File: config.mk
export PLATFORM = sky130hd
export DESIGN_NAME = mmio_uart_fifo
export DESIGN_NICKNAME = d
export VERILOG_FILES = /design/src/rtl/mmio_uart_pkg.sv /design/src/rtl/sync_fifo.sv /design/src/rtl/mmio_uart_fifo.sv
export SDC_FILE = /design/constraint.sdc
export NUM_CORES = 1
export LEC_CHECK = 0
export BUFFER_PORTS_ARGS = -buffer_cell sky130_fd_sc_hd__buf_2
export CORE_AREA = 2 2 157 174
export CTS_BUF_LIST = sky130_fd_sc_hd__clkbuf_4
export CTS_CLUSTER_SIZE = 20
export DETAILED_ROUTE_END_ITERATION = 10
export DIE_AREA = 0 0 159 176
export PLACE_DENSITY = 0.76
export SLEW_MARGIN = 20
export SYNTH_ARGS = -nofsm -noshare
export SYNTH_HDL_FRONTEND = slang
export SYNTH_HIERARCHICAL = 1
export SYNTH_SLANG_ARGS = --single-unit
File: constraint.sdc
create_clock -name clk -period 4.2 [get_ports clk]
set_input_delay 0.42 -clock clk [delete_from_list [all_inputs] [get_ports clk]]
set_output_delay 0.42 -clock clk [all_outputs]
set_load 0.005 [all_outputs]
File: src/rtl/mmio_uart_pkg.sv
// Shared definitions for the memory-mapped UART front-end:
// register offsets, control/error bit positions and load size encodings.
package mmio_uart_pkg;

  localparam logic [4:0] REG_TX_STAT = 5'h00;
  localparam logic [4:0] REG_RX_STAT = 5'h04;
  localparam logic [4:0] REG_TX_DATA = 5'h08;
  localparam logic [4:0] REG_RX_DATA = 5'h0C;
  localparam logic [4:0] REG_COUNT   = 5'h10;
  localparam logic [4:0] REG_IRQ_EN  = 5'h14;
  localparam logic [4:0] REG_ERR     = 5'h18;
  localparam logic [4:0] REG_RSVD    = 5'h1C;

  localparam int CTRL_RX_IRQ   = 0;
  localparam int CTRL_TX_IRQ   = 1;
  localparam int CTRL_LOOPBACK = 2;

  localparam int ERR_RX_OVF = 0;
  localparam int ERR_TX_OVF = 1;

  typedef enum logic [1:0] {
    SIZE_BYTE = 2'b00,
    SIZE_HALF = 2'b01,
    SIZE_WORD = 2'b11
  } mem_size_e;

endpackage

File: src/rtl/sync_fifo.sv
// Synchronous FIFO with power-of-two depth and occupancy count.
// A push into a full FIFO is only accepted when a pop happens in the same cycle.
module sync_fifo #(
  parameter int WIDTH = 8,
  parameter int DEPTH = 16,
  localparam int AW = $clog2(DEPTH),
  localparam int CW = AW + 1
) (
  input  logic             clk,
  input  logic             rst,
  input  logic             push,
  input  logic             pop,
  input  logic [WIDTH-1:0] din,
  output logic [WIDTH-1:0] dout,
  output logic             full,
  output logic             empty,
  output logic [CW-1:0]    count
);

  logic [WIDTH-1:0] mem_q [DEPTH];
  logic [AW-1:0]    rd_ptr_q;
  logic [AW-1:0]    wr_ptr_q;
  logic [CW-1:0]    count_q;
  logic [CW-1:0]    count_d;
  logic             do_pop;
  logic             do_push;

  assign empty   = (count_q == '0);
  assign full    = (count_q == CW'(DEPTH));
  assign do_pop  = pop & ~empty;
  assign do_push = push & (~full | do_pop);
  assign dout    = mem_q[rd_ptr_q];
  assign count   = count_q;

  always_comb begin
    count_d = count_q + CW'(do_push) - CW'(do_pop);
  end

  always_ff @(posedge clk) begin
    if (rst) begin
      rd_ptr_q <= '0;
      wr_ptr_q <= '0;
      count_q  <= '0;
    end else begin
      if (do_push) wr_ptr_q <= wr_ptr_q + 1'b1;
      if (do_pop)  rd_ptr_q <= rd_ptr_q + 1'b1;
      count_q <= count_d;
    end
  end

  // Storage carries no reset; only entries between the pointers are ever observed.
  always_ff @(posedge clk) begin
    if (do_push) mem_q[wr_ptr_q] <= din;
  end

endmodule

File: src/rtl/mmio_uart_fifo.sv
// Memory-mapped UART front-end with buffered RX/TX, status, IRQ enables and sticky errors.
// Define MMIO_UART_LOOPBACK_EN to build the internal TX->RX loopback (control bit2).
module mmio_uart_fifo
  import mmio_uart_pkg::*;
#(
  parameter int          RX_DEPTH  = 16,
  parameter int          TX_DEPTH  = 16,
  parameter int          RX_THRESH = 1,
  parameter logic [31:0] IO_BASE   = 32'h8000_0000
) (
  input  logic        clk,
  input  logic        rst,
  input  logic        stall,
  input  logic [31:0] address,
  input  logic        read_enable,
  input  logic        write_enable,
  input  logic [31:0] write_data,
  input  logic [1:0]  mem_size,
  input  logic        load_unsigned,
  output logic [31:0] result,
  output logic [7:0]  uart_tx_data,
  output logic        uart_tx_valid,
  input  logic        uart_tx_ready,
  input  logic [7:0]  uart_rx_data,
  input  logic        uart_rx_valid,
  output logic        uart_rx_ready,
  output logic        irq_rx,
  output logic        irq_tx
);

  localparam int RX_CW = $clog2(RX_DEPTH) + 1;
  localparam int TX_CW = $clog2(TX_DEPTH) + 1;

  logic             hit;
  logic [4:0]       offset;
  logic             acc_rd;
  logic             acc_wr;

  logic             rx_push, rx_pop, rx_full, rx_empty;
  logic [7:0]       rx_din, rx_dout;
  logic [RX_CW-1:0] rx_count;
  logic             tx_push, tx_pop, tx_full, tx_empty;
  logic [7:0]       tx_dout;
  logic [TX_CW-1:0] tx_count;

  logic [2:0]       ctrl_q, ctrl_d;
  logic [1:0]       err_q, err_d;
  logic             irq_rx_q, irq_tx_q;
  logic             rx_ovf_set, tx_ovf_set;
  logic [31:0]      rdata;
  logic             unused_bits;

  assign hit    = (address[31:5] == IO_BASE[31:5]);
  assign offset = {address[4:2], 2'b00};
  assign acc_rd = read_enable & ~stall & hit;
  assign acc_wr = write_enable & ~stall & hit;

  assign rx_pop  = acc_rd & (offset == REG_RX_DATA);
  assign tx_push = acc_wr & (offset == REG_TX_DATA);

`ifdef MMIO_UART_LOOPBACK_EN
  localparam logic [2:0] CTRL_MASK = 3'b111;
  logic lb_pop;

  // In loopback the TX head moves straight into RX whenever RX has room this cycle.
  assign lb_pop        = ctrl_q[CTRL_LOOPBACK] & ~tx_empty & (~rx_full | rx_pop);
  assign tx_pop        = ctrl_q[CTRL_LOOPBACK] ? lb_pop : (~tx_empty & uart_tx_ready);
  assign rx_push       = ctrl_q[CTRL_LOOPBACK] ? lb_pop : uart_rx_valid;
  assign rx_din        = ctrl_q[CTRL_LOOPBACK] ? tx_dout : uart_rx_data;
  assign uart_tx_valid = ~tx_empty & ~ctrl_q[CTRL_LOOPBACK];
`else
  localparam logic [2:0] CTRL_MASK = 3'b011;

  assign tx_pop        = ~tx_empty & uart_tx_ready;
  assign rx_push       = uart_rx_valid;
  assign rx_din        = uart_rx_data;
  assign uart_tx_valid = ~tx_empty;
`endif

  assign uart_tx_data  = tx_dout;
  assign uart_rx_ready = 1'b1;

  sync_fifo #(.WIDTH(8), .DEPTH(RX_DEPTH)) u_rx_fifo (
    .clk   (clk),
    .rst   (rst),
    .push  (rx_push),
    .pop   (rx_pop),
    .din   (rx_din),
    .dout  (rx_dout),
    .full  (rx_full),
    .empty (rx_empty),
    .count (rx_count)
  );

  sync_fifo #(.WIDTH(8), .DEPTH(TX_DEPTH)) u_tx_fifo (
    .clk   (clk),
    .rst   (rst),
    .push  (tx_push),
    .pop   (tx_pop),
    .din   (write_data[7:0]),
    .dout  (tx_dout),
    .full  (tx_full),
    .empty (tx_empty),
    .count (tx_count)
  );

  // A full FIFO still accepts a push if it is drained in the same cycle.
  assign rx_ovf_set = rx_push & rx_full & ~rx_pop;
  assign tx_ovf_set = tx_push & tx_full & ~tx_pop;

  // Set events are applied after the W1C so a coincident overflow is never lost.
  always_comb begin
    ctrl_d = ctrl_q;
    err_d  = err_q;
    if (acc_wr && (offset == REG_IRQ_EN)) ctrl_d = write_data[2:0] & CTRL_MASK;
    if (acc_wr && (offset == REG_ERR))    err_d  = err_q & ~write_data[1:0];
    if (rx_ovf_set) err_d[ERR_RX_OVF] = 1'b1;
    if (tx_ovf_set) err_d[ERR_TX_OVF] = 1'b1;
  end

  always_ff @(posedge clk) begin
    if (rst) begin
      ctrl_q   <= '0;
      err_q    <= '0;
      irq_rx_q <= 1'b0;
      irq_tx_q <= 1'b0;
    end else begin
      ctrl_q   <= ctrl_d;
      err_q    <= err_d;
      irq_rx_q <= ctrl_q[CTRL_RX_IRQ] & (rx_count >= RX_CW'(RX_THRESH));
      irq_tx_q <= ctrl_q[CTRL_TX_IRQ] & tx_empty;
    end
  end

  assign irq_rx = irq_rx_q;
  assign irq_tx = irq_tx_q;

  always_comb begin
    rdata = '0;
    if (acc_rd) begin
      case (offset)
        REG_TX_STAT: rdata[0] = ~tx_full;
        REG_RX_STAT: rdata[0] = ~rx_empty;
        REG_RX_DATA: begin
          if (!rx_empty) begin
            if ((mem_size == SIZE_BYTE) && !load_unsigned) rdata = {{24{rx_dout[7]}}, rx_dout};
            else                                           rdata = {24'h0, rx_dout};
          end
        end
        REG_COUNT:   rdata = {16'(tx_count), 16'(rx_count)};
        REG_IRQ_EN:  rdata = {29'h0, ctrl_q};
        REG_ERR:     rdata = {30'h0, err_q};
        default:     rdata = '0;
      endcase
    end
  end

  assign result = rdata;

  assign unused_bits = ^{address[1:0], write_data[31:8]};

endmodule

==> results of run 1 <==
[synthesized netlist by cell type, drive strengths merged, types with 3 or more instances]
master,count
and3,14
mux4,64
inv,22
buf,37
nand3b,4
dfxtp,40
nor2b,9
clkbuf,7
nor4,9
o21ai,7
nor2,43
a21oi,16
edfxtp,256
mux2i,6
nor3,8
nand3,17
nand2,38
xnor2,6
and2,14
clkdlybuf4s25,6
a22oi,36
xor2,12
or3,3
ha,22
[worst paths after layout]
check | slack (ns) | startpoint | to | depth (start not counted)
setup / recovery | 0.42 | u_rx_fifo/count[2] | result[28] | 8
setup reg to reg | 0.79 | u_tx_fifo/count[2] | u_tx_fifo/count[4] | 14
hold reg to reg | 0.47 | ctrl_q[0] | irq_rx | 2
hold / removal | 0.10 | uart_rx_valid | err_q[0] | 3
[where the power goes]
| part | leakage [uW] | internal [uW] | switching, uW | total [uW] |
|---|---|---|---|---|
| clock | 0.000544 | 1280 | 1110 | 2390 |
| sequential | 0.00263 | 3280 | 110 | 3390 |
| combinational | 0.00178 | 384 | 397 | 781 |
[cell type report]
type,instances,area (um2)
Clock buffer,98,736
Inverter,23,86.3
Antenna cell,3,7.51
Tap cell,352,440
Multi-Input combinational cell,355,3480
Clock inverter,30,208
Sequential cell,296,8490
Timing Repair Buffer,113,603
Fill cell,2112,12000
[critical path, cell delays in order (launching register included)]
cell     delay (ns)
dfxtp_1        0.39
inv_1          0.08
ha_1           0.21
or4b_1         0.26
inv_1          0.08
nor2_1         0.46
nand2_1        0.36
nor2_1         0.63
buf_2          0.24
[state kept, by name (all words and copies together) (netlist names), named ones only]
register            count
u_tx_fifo/wr_ptr_q      4
u_tx_fifo/rd_ptr_q      4
u_rx_fifo/mem_q       128
err_q                   2
u_tx_fifo/mem_q       128
irq_tx                  1
u_tx_fifo/count         5
irq_rx                  1
u_rx_fifo/count         5
ctrl_q                  2
u_rx_fifo/wr_ptr_q      4
u_rx_fifo/rd_ptr_q      4
[routing by layer]
layer / vias to the layer above / wire, um / GRT usage (%)
met4: 2 / 554 / 7.77
met2: 231 / 12700 / 30.3
met3: 39 / 1590 / 4.51
met1: 3419 / 10200 / 23.0
li1: 3177 / - / -
met5: - / 13 / 0
[logic make-up (layout without fill, tap and decap cells)]
logic type	Yosys count	after routing	synth area share [%]
muxes	70	70	12.9
and+or+nand+nor	174	174	7.55
xor gates and xnor gates	18	18	1.27
AOI/OAI and AO/OA	68	68	3.70
DFF	296	296	68.3
adders and majority gates	24	24	2.54
buffers and inverters	73	264	3.66
other	1	4	0.0302
[layout by cell type, fill, tap and decap left out, types with 4 or more instances in the layout]
| cell | Yosys | routed |
|---|---|---|
| a21oi_1 | 16 | 16 |
| a22oi_1 | 36 | 36 |
| and2_1 | 14 | 14 |
| and3_1 | 14 | 14 |
| buf_2 | 6 | 98 |
| buf_4 | 22 | 15 |
| clkbuf_4 | 0 | 98 |
| clkinv_1 | 1 | 23 |
| dfxtp_1 | 40 | 37 |
| edfxtp_1 | 256 | 256 |
| ha_1 | 22 | 22 |
| inv_1 | 22 | 22 |
| mux2i_1 | 6 | 6 |
| mux4_1 | 28 | 28 |
| mux4_2 | 36 | 36 |
| nand2_1 | 38 | 38 |
| nand3_1 | 17 | 17 |
| nand3b_1 | 4 | 4 |
| nor2_1 | 43 | 43 |
| nor2b_1 | 9 | 9 |
| nor3_1 | 8 | 8 |
| nor4_1 | 6 | 6 |
| o21ai_0 | 4 | 4 |
| xnor2_1 | 6 | 6 |
| xor2_1 | 12 | 12 |
[stage by stage]
stage,total power (uW),cell area [um2],hold WS [ns],cells
floorplan,4000,12400,0.434,724
global placement,4210,13100,0.458,1139
detailed placement,4230,13100,0.457,1139
CTS,6630,14000,0.0684,1267
global route,6890,14100,0.0686,1270
finish,6550,14100,0.100,1270
==> summary.txt, run 1 <==
CTS
  – Setup bufs post-CTS: 0
  – TritonCTS buffer count: 72
  – Clock H-tree levels: 3
  – CTS root buf: clkbuf_4
  – Bufs on Longest Clock Path: 3
  – # clock sinks: 296
  – Clock transition at path regs: 0.07 ns
  – Worst skew pair latency: 0.65 ns
  – CTS tree: built
  – Hold_buf cts: 0
  – Post-cts resize count: 0

Synthesis
  – Synth top area share: 61.9%
  – Syn_area_per_cell: 17.2 um2
  – Ys async rst share: 0%
  – Warnings from Yosys: 6
  – Synth cell types: 51
  – Largest area contributor in the netlist: edfxtp_1
  – Synth area leaders: edfxtp_1 (62%), mux4_2 (6.5%), dfxtp_1 (6.4%), mux4_1 (5.9%), ha_1 (2.2%)
  – Cells after Synth: 724
  – Syn Nets: 830
  – Sequential-to-total area share from yosys stat: 68.3%
  – Post-synth EDFFs: 256
  – Mapped cell area: 0.0124 mm2
  – Top FF cell, synth: edfxtp_1
  – Yosys reg bits: 296

Critical path
  – Worst-path maximum fanout: 19
  – Worst path required time: 3.78 ns
  – Crit start category: flop
  – Crit Path Class: reg2out
  – Crit end category: output port
  – Crit path arrival time: 3.36 ns

Final layout
  – Core Util, Final: 53.9%
  – Nets: 967
  – Ratio of cells with drive above 1 in the final layout: 29.0%
  – Layout area overhead: 13.1%

Die
  – Die height: 176 um
  – IO Count: 126
  – Die X-Extent: 159 um
  – Initial Util: 47.7%
  – CORE AREA: 0.0261 mm2
  – Num rows: 62
  – Die footprint: 0.0280 mm2

Global route
  – Pin count of the biggest net entering global routing: 33
  – Global-route usage over all layers: 18.2%
  – First-pass GRT wire length: 39,000 um
  – Initial antenna violation count: 4
  – Grt ovf: 0
  – Vias in the first global route: 7,060

Route
  – Final wirelength: 25,100 um
  – Drt via density: 5.41
  – Remaining DRCs: 0
  – Drt first pass iters: 4
  – DR WL/cell: 19.7 um
  – Routed vias: 6,868
  – Detail Route Antenna Nets: 0
  – DRT iter0 DRCs: 469

Timing
  – Setup TNS: 0 ns
  – Clock Skews: 0.0374 ns
  – Worst slew pin tran: 0.987 ns
  – PnR worst setup slack: 0.423 ns
  – Final slew viol count: 0
  – Fin crit period: 3.78 ns
  – Achievable Freq: 265 MHz
  – Period Utilization, post-route: 89.9%
  – RSZ-0062 raised after global routing: no
  – Rel. slew slack: 34.1%
  – Final Setup Violations: 0
  – Fin. Hold Viols: 0

Place
  – Dpl ws: 0.434 ns
  – Placer congestion estimate: 0.781
  – HPWL Detailed: 16,400 um
  – Port Buffers: 98

Worst hold path
  – Hold WC Path Type: in2reg

Power and ir drop
  – Static leakage: 0.00496 uW
  – Pwr per Cell Area: 466 mW/mm2
  – Worst vdd ir: 294 uV

Flow run
  – Max_cap viols: 0

Run status
  – Outcome: finished, final reports clean
No activity file was read; power rests on OpenSTA's default activity.
==> run 2: changes to the inputs <==
--- a/config.mk
+++ b/config.mk
@@ -12,6 +12,7 @@
 export DETAILED_ROUTE_END_ITERATION = 10
 export DIE_AREA = 0 0 159 176
 export PLACE_DENSITY = 0.76
+export REMOVE_ABC_BUFFERS = 1
 export SLEW_MARGIN = 20
 export SYNTH_ARGS = -nofsm -noshare
 export SYNTH_HDL_FRONTEND = slang
==> constraint.sdc (replaced) <==
create_clock -name clk -period 4.32 [get_ports clk]
set_input_delay 0.432 -clock clk [delete_from_list [all_inputs] [get_ports clk]]
set_output_delay 0.432 -clock clk [all_outputs]
set_load 0.005 [all_outputs]
==> run 2 against run 1 <==
Against the previous run:
- setup slack improved by 0.30 ns
- first-iteration DRC count decreased by 6.8%
- critical endpoint is now result[13]
- critical path type unchanged
- via count decreased by 0.87%
- clock skew decreased by 0.0098 ns
- critical path depth increased by 2
- sequential cell count unchanged
- die area unchanged
- combinational power decreased by 5.0%
==> summary.txt, run 2 (same netlist as run 1, synthesis figures left out) <==
Run status
  – Outcome: finished, final reports clean (unchanged)

Power and ir drop
  – Worst vdd ir: 325 uV (was 294 uV)
  – Static leakage: 0.00501 uW (was 0.00496 uW)
  – Pwr per Cell Area: 456 mW/mm2 (was 466 mW/mm2)

Timing
  – Fin. Hold Viols: 0 (unchanged)
  – RSZ-0062 raised after global routing: no (unchanged)
  – Period Utilization, post-route: 83.3%
  – Rel. slew slack: 33.9% (was 34.1%)
  – Achievable Freq: 278 MHz
  – Hold_ws: 0.131 ns (was 0.100 ns)
  – Final slew viol count: 0 (unchanged)
  – Setup TNS: 0 ns (unchanged)
  – Fin crit period: 3.60 ns
  – Final Setup Violations: 0 (unchanged)
  – PnR worst setup slack: 0.720 ns (was 0.423 ns)
  – Worst slew pin tran: 0.991 ns (was 0.987 ns)
  – Clock Skews: 0.0276 ns (was 0.0374 ns)

Route
  – Drt via density: 5.32 (was 5.41)
  – Detail Route Antenna Nets: 0 (unchanged)
  – DR WL/cell: 19.0 um (was 19.7 um)
  – Routed vias: 6,808 (was 6,868)
  – DRT iter0 DRCs: 437 (was 469)
  – Remaining DRCs: 0 (unchanged)
  – Drt first pass iters: 5 (was 4)
  – Final wirelength: 24,300 um (was 25,100 um)

Die
  – Initial Util: 47.7% (unchanged)
  – IO Count: 126 (unchanged)
  – Die X-Extent: 159 um (unchanged)
  – Die footprint: 0.0280 mm2 (unchanged)
  – Die height: 176 um (unchanged)
  – Num rows: 62 (unchanged)
  – CORE AREA: 0.0261 mm2 (unchanged)

CTS
  – Hold_buf cts: 0 (unchanged)
  – # clock sinks: 296 (unchanged)
  – Setup bufs post-CTS: 0 (unchanged)
  – Post-cts resize count: 0 (unchanged)
  – Clock transition at path regs: 0.06 ns (was 0.07 ns)
  – Worst skew pair latency: 0.64 ns (was 0.65 ns)
  – Bufs on Longest Clock Path: 3 (unchanged)
  – CTS root buf: clkbuf_4 (unchanged)
  – CTS tree: built (unchanged)
  – Clock H-tree levels: 3 (unchanged)
  – TritonCTS buffer count: 73 (was 72)

Critical path
  – Crit path arrival time: 3.17 ns (was 3.36 ns)
  – CP max stage delay: 0.54 ns (was 0.63 ns)
  – Worst-path maximum fanout: 19 (unchanged)
  – Crit Path Class: reg2out (unchanged)
  – CP cell instances: buf_4, mux4_2, a22oi_1, nand2_1, nor4b_1, buf_4, nand2_1, nor2_1, buf_4, buf_2 (was inv_1, ha_1, or4b_1, inv_1, nor2_1, nand2_1, nor2_1, buf_2)
  – FF-to-FF path depth: 14 (unchanged)
  – Critical path's top delay family: buffers and inverters (was simple AND/OR/NAND/NOR gates)
  – Crit start category: flop (unchanged)
  – Most used cell, CP: buf_4
  – Crit path depth: 10 (was 8)
  – Buf+Inv Stages, Crit Path: 4 (was 3)
  – Slowest stage cell, crit path: mux4_2 (was nor2_1)
  – Reg2reg setup slack: 0.99 ns (was 0.79 ns)
  – Worst path required time: 3.89 ns (was 3.78 ns)
  – R2r startpoint: u_tx_fifo/count[2] (unchanged)
  – Reg-to-reg endpoint: u_tx_fifo/count[4] (unchanged)
  – Crit end category: output port (unchanged)
  – End of the critical path: result[13] (was result[28])

Global route
  – Pin count of the biggest net entering global routing: 33 (unchanged)
  – Global-route usage over all layers: 17.4% (was 18.2%)
  – Vias in the first global route: 6,883 (was 7,060)
  – Grt ovf: 0 (unchanged)
  – First-pass GRT wire length: 37,500 um (was 39,000 um)
  – Initial antenna violation count: 1 (was 4)

Final layout
  – Commonest non-fill, non-tap cell in the layout: edfxtp_1 (unchanged)
  – Largest regs: u_rx_fifo/mem_q: 128 flops, u_tx_fifo/mem_q: 128 flops (unchanged)
  – Nets: 971 (was 967)
  – Layout area overhead: 13.8% (was 13.1%)
  – Ratio of cells with drive above 1 in the final layout: 29.8% (was 29.0%)
  – Fin area: 0.0141 mm2 (about the same)
  – Commonest non-fill, non-tap cells in the layout: edfxtp_1 (256), clkbuf_4 (107), buf_2 (98) (was edfxtp_1 (256), clkbuf_4 (98), buf_2 (98))

Place
  – Placer congestion estimate: 0.783 (was 0.781)
  – Port Buffers: 98 (unchanged)
  – Area post-placement: 0.0131 mm2 (about the same)
  – Dpl ws: 0.595 ns (was 0.434 ns)
  – HPWL Detailed: 15,900 um (was 16,400 um)

Flow run
  – Max_cap viols: 0 (unchanged)

Worst hold path
  – Hold WC Path Type: in2reg (unchanged)
-- run 2: cell count changes in the layout (fill, tap and decap cells not counted), sizes merged --
cell    previous run  this run
clkbuf            98       107
diode              3         2
clkinv            26        24
buf              113       116
-- run 2: worst min-delay path by stage --
stage | start | endpoint | slack (ns) | depth (start not counted)
6_report | uart_rx_valid | err_q[0] | 0.13 | 3
5_1_grt | uart_rx_valid | err_q[0] | 0.07 | 3
4_1_cts | uart_rx_valid | err_q[0] | 0.07 | 3
3_5_place_dp | ctrl_q[0] | irq_rx | 0.47 | 2
3_3_place_gp | ctrl_q[0] | irq_rx | 0.47 | 2
2_1_floorplan | ctrl_q[0] | irq_rx | 0.43 | 2
-- run 2: per-stage QoR --
stage,std cells,utilization [%],total power (uW)
final,1279,54.2,6450
after global placement,1142,50.4,4080
after CTS,1277,54.2,6540
after detailed placement,1142,50.4,4110
after global routing,1279,54.2,6790
after floorplan,674,-,3860
-- run 2: layer usage --
metal	wire [um]	GRT usage, %	vias up	share of wire (%)
met5	0	0	-	0
met4	500	6.33	0	2.1
met3	1450	4.06	39	6.0
met2	12500	29.6	207	51
met1	9850	22.0	3378	41
li1	-	-	3184	-
-- run 2: cell type report --
cell class	instances	area, um2
inverters	23	86.3
fillers	2098	11900
well taps	352	440
repair buffers	116	626
flip-flops and latches	296	8490
clock inverters	28	199
clock buffers	107	803
multi-input cells	355	3480
diodes	2	5.00
-- run 2: worst min-delay path, stage by stage --
cell	delay [ns]
buf_2	0.13
nand3_1	0.08
o22ai_1	0.07
-- run 2: where the power goes --
| group | internal, uW | switching (uW) | total (uW) |
|---|---|---|---|
| Combinational | 374 | 368 | 742 |
| Clock | 1330 | 1070 | 2400 |
| Sequential | 3190 | 116 | 3300 |
==> run 3: changes to the inputs <==
==> constraint.sdc (replaced) <==
create_clock -name clk -period 3.4 [get_ports clk]
set_input_delay 0.34 -clock clk [delete_from_list [all_inputs] [get_ports clk]]
set_output_delay 0.34 -clock clk [all_outputs]
set_load 0.005 [all_outputs]
==> run 3 against run 2 <==
Against the previous run:
- sequential share of layout area shrank 0.50 points
- cell count grew 1.5%
- count of clock-buffer cells in the layout grew 1
- register-to-register slack lost 0.78 ns
- total power grew 24%
- clock skew grew 0.020 ns
- non-clock buffer count grew 23
- die area is the same
==> summary.txt, run 3 (same netlist as run 1, synthesis figures left out) <==
Run status
  – Outcome: finished, final reports clean (unchanged)

Final layout
  – Largest regs: u_rx_fifo/mem_q: 128 flops, u_tx_fifo/mem_q: 128 flops (unchanged)
  – Ratio of cells with drive above 1 in the final layout: 32.2% (was 29.8%)
  – Nets: 994 (was 971)
  – Commonest non-fill, non-tap cell in the layout: edfxtp_1 (unchanged)
  – Layout area overhead: 14.7% (was 13.8%)
  – Fillers: 2,079 (was 2,098)
  – Commonest non-fill, non-tap cells in the layout: edfxtp_1 (256), clkbuf_4 (108), buf_2 (98) (was edfxtp_1 (256), clkbuf_4 (107), buf_2 (98))
  – Post-Layout Cell Count: 1,298 (was 1,279)
  – Core Util, Final: 54.7% (was 54.2%)

Timing
  – Setup TNS: 0 ns (unchanged)
  – Period Utilization, post-route: 94.5%
  – Hold_ws: 0.0525 ns (was 0.131 ns)
  – Worst slew pin tran: 0.943 ns (was 0.991 ns)
  – Rel. slew slack: 37.0% (was 33.9%)
  – PnR worst setup slack: 0.185 ns (was 0.720 ns)
  – Clock Skews: 0.0473 ns (was 0.0276 ns)
  – Achievable Freq: 311 MHz
  – Fin crit period: 3.21 ns
  – Final Setup Violations: 0 (unchanged)
  – Fin. Hold Viols: 0 (unchanged)
  – Final slew viol count: 0 (unchanged)

CTS
  – Clock transition at path regs: 0.06 ns (about the same)
  – # clock sinks: 296 (unchanged)
  – Bufs on Longest Clock Path: 3 (unchanged)
  – Worst skew pair latency: 0.67 ns (was 0.64 ns)
  – CTS root buf: clkbuf_4 (unchanged)
  – TritonCTS buffer count: 73 (unchanged)
  – Clock H-tree levels: 3 (unchanged)
  – CTS tree: built (unchanged)

Route
  – Drt first pass iters: 5 (unchanged)
  – Remaining DRCs: 0 (unchanged)
  – Met2 WL: 12,700 um (was 12,500 um)
  – Drt via density: 5.33 (was 5.32)
  – Routed vias: 6,922 (was 6,808)
  – Wire length on met1: 9490 um (was 9850 um)
  – Routed met3 length: 1490 um (was 1450 um)
  – DRT iter0 DRCs: 339 (was 437)
  – Final wirelength: 24,200 um (was 24,300 um)
  – Detail Route Antenna Nets: 0 (unchanged)
  – DR WL/cell: 18.6 um (was 19.0 um)
  – Top Layer Used: met4 (unchanged)

Die
  – Initial Util: 47.7% (unchanged)
  – IO Count: 126 (unchanged)
  – CORE AREA: 0.0261 mm2 (unchanged)
  – Die height: 176 um (unchanged)
  – Num rows: 62 (unchanged)
  – Die X-Extent: 159 um (unchanged)
  – Die footprint: 0.0280 mm2 (unchanged)

Critical path
  – Crit start category: flop (unchanged)
  – Crit Path Class: reg2out (unchanged)
  – Reg-to-reg endpoint: u_tx_fifo/count[4] (unchanged)
  – Crit end category: output port (unchanged)
  – Worst path required time: 3.06 ns (was 3.89 ns)
  – Crit path arrival time: 2.87 ns (was 3.17 ns)
  – Reg2reg setup slack: 0.21 ns (was 0.99 ns)
  – Worst-path maximum fanout: 19 (unchanged)
  – End of the critical path: result[31] (was result[13])
  – R2r startpoint: u_tx_fifo/count[2] (unchanged)
  – FF-to-FF path depth: 15 (was 14)

Global route
  – First-pass GRT wire length: 37,900 um (was 37,500 um)
  – Initial antenna violation count: 1 (unchanged)
  – Grt ovf: 0 (unchanged)
  – Global-route usage over all layers: 17.5% (was 17.4%)
  – Vias in the first global route: 7,218 (was 6,883)
  – Pin count of the biggest net entering global routing: 33 (unchanged)

Power and ir drop
  – Worst vdd ir: 435 uV (was 325 uV)
  – Static leakage: 0.00510 uW (was 0.00501 uW)
  – Pwr per Cell Area: 562 mW/mm2 (was 456 mW/mm2)

Place
  – Port Buffers: 98 (unchanged)
  – Placer congestion estimate: 0.814 (was 0.783)
  – HPWL Detailed: 16,500 um (was 15,900 um)
  – Placed cells: 1,158 (was 1,142)
  – Dpl ws: -0.102 ns (was 0.595 ns)

Worst hold path
  – Hold WC Path Type: in2reg (unchanged)

Flow run
  – Max_cap viols: 0 (unchanged)
==> run 3: cell count changes in the layout (fill, tap and decap cells not counted), sizes merged, moves of 2 or more <==
cell,delta
clkinv,-4
dlygate4sd3,+2
bufinv,-3
inv,+2
buf,+21
==> run 3: worst min path at each step <==
stage | startpoint | end | slack (ns) | depth (start not counted)
floorplan | rst | u_rx_fifo/count[4] | 0.41 | 1
global placement | ctrl_q[0] | irq_rx | 0.46 | 2
detailed placement | ctrl_q[0] | irq_rx | 0.46 | 2
CTS | uart_rx_data[7] | u_rx_fifo/mem_q[5][7] | 0.002 | 1
global route | uart_rx_data[5] | u_rx_fifo/mem_q[6][5] | 0.02 | 1
finish | uart_rx_data[3] | u_rx_fifo/mem_q[6][3] | 0.05 | 1
==> run 3: final cells by class <==
cell class | instances | area, um2 | area share, %
Sequential cell | 296 | 8490 | 59.6
Multi-Input combinational cell | 355 | 3500 | 24.5
Clock buffer | 108 | 811 | 5.69
Timing Repair Buffer | 139 | 803 | 5.64
Inverter | 23 | 86.3 | 0.606
Antenna cell | 1 | 2.50 | 0.0176
Tap cell | 352 | 440 | 3.09
Clock inverter | 24 | 120 | 0.843
==> run 3: critical path, stage by stage, from the launching register on <==
cell and delay [ns]:
dfxtp_4 0.44, buf_4 0.16, mux4_2 0.50, a22oi_1 0.15
nand2_1 0.08, nor4b_1 0.15, buf_4 0.15, nand2_1 0.19
nor2_1 0.07, buf_4 0.18, buf_2 0.13
==> run 3: timing repair <==
item | CTS | global route
hold endpoints to repair | 1 | 2
gates resized for setup | 2 | 6
setup buffers | 0 | 5
endpoints found under the setup margin | 19 | 20
hold buffers | 1 | 1
gates cloned | 0 | 0
==> run 3: stage by stage <==
stage | total power, uW | cell area [um2]
2_1_floorplan | 4900 | 12100
3_3_place_gp | 5190 | 13200
3_5_place_dp | 5230 | 13200
4_1_cts | 8080 | 14200
5_1_grt | 8450 | 14300
6_report | 8010 | 14300
==> run 3: power by group <==
part / internal (uW) / switching (uW)
Sequential: 4050 / 92.4
Combinational: 498 / 539
Clock: 1480 / 1360
Total: 6020 / 1990
==> run 3: layer usage <==
layer  GRT usage (%)  vias up
li1                -     3233
met1            20.7     3420
met3            4.67       39
met5               0        -
met2            30.9      230
met4            6.33        0
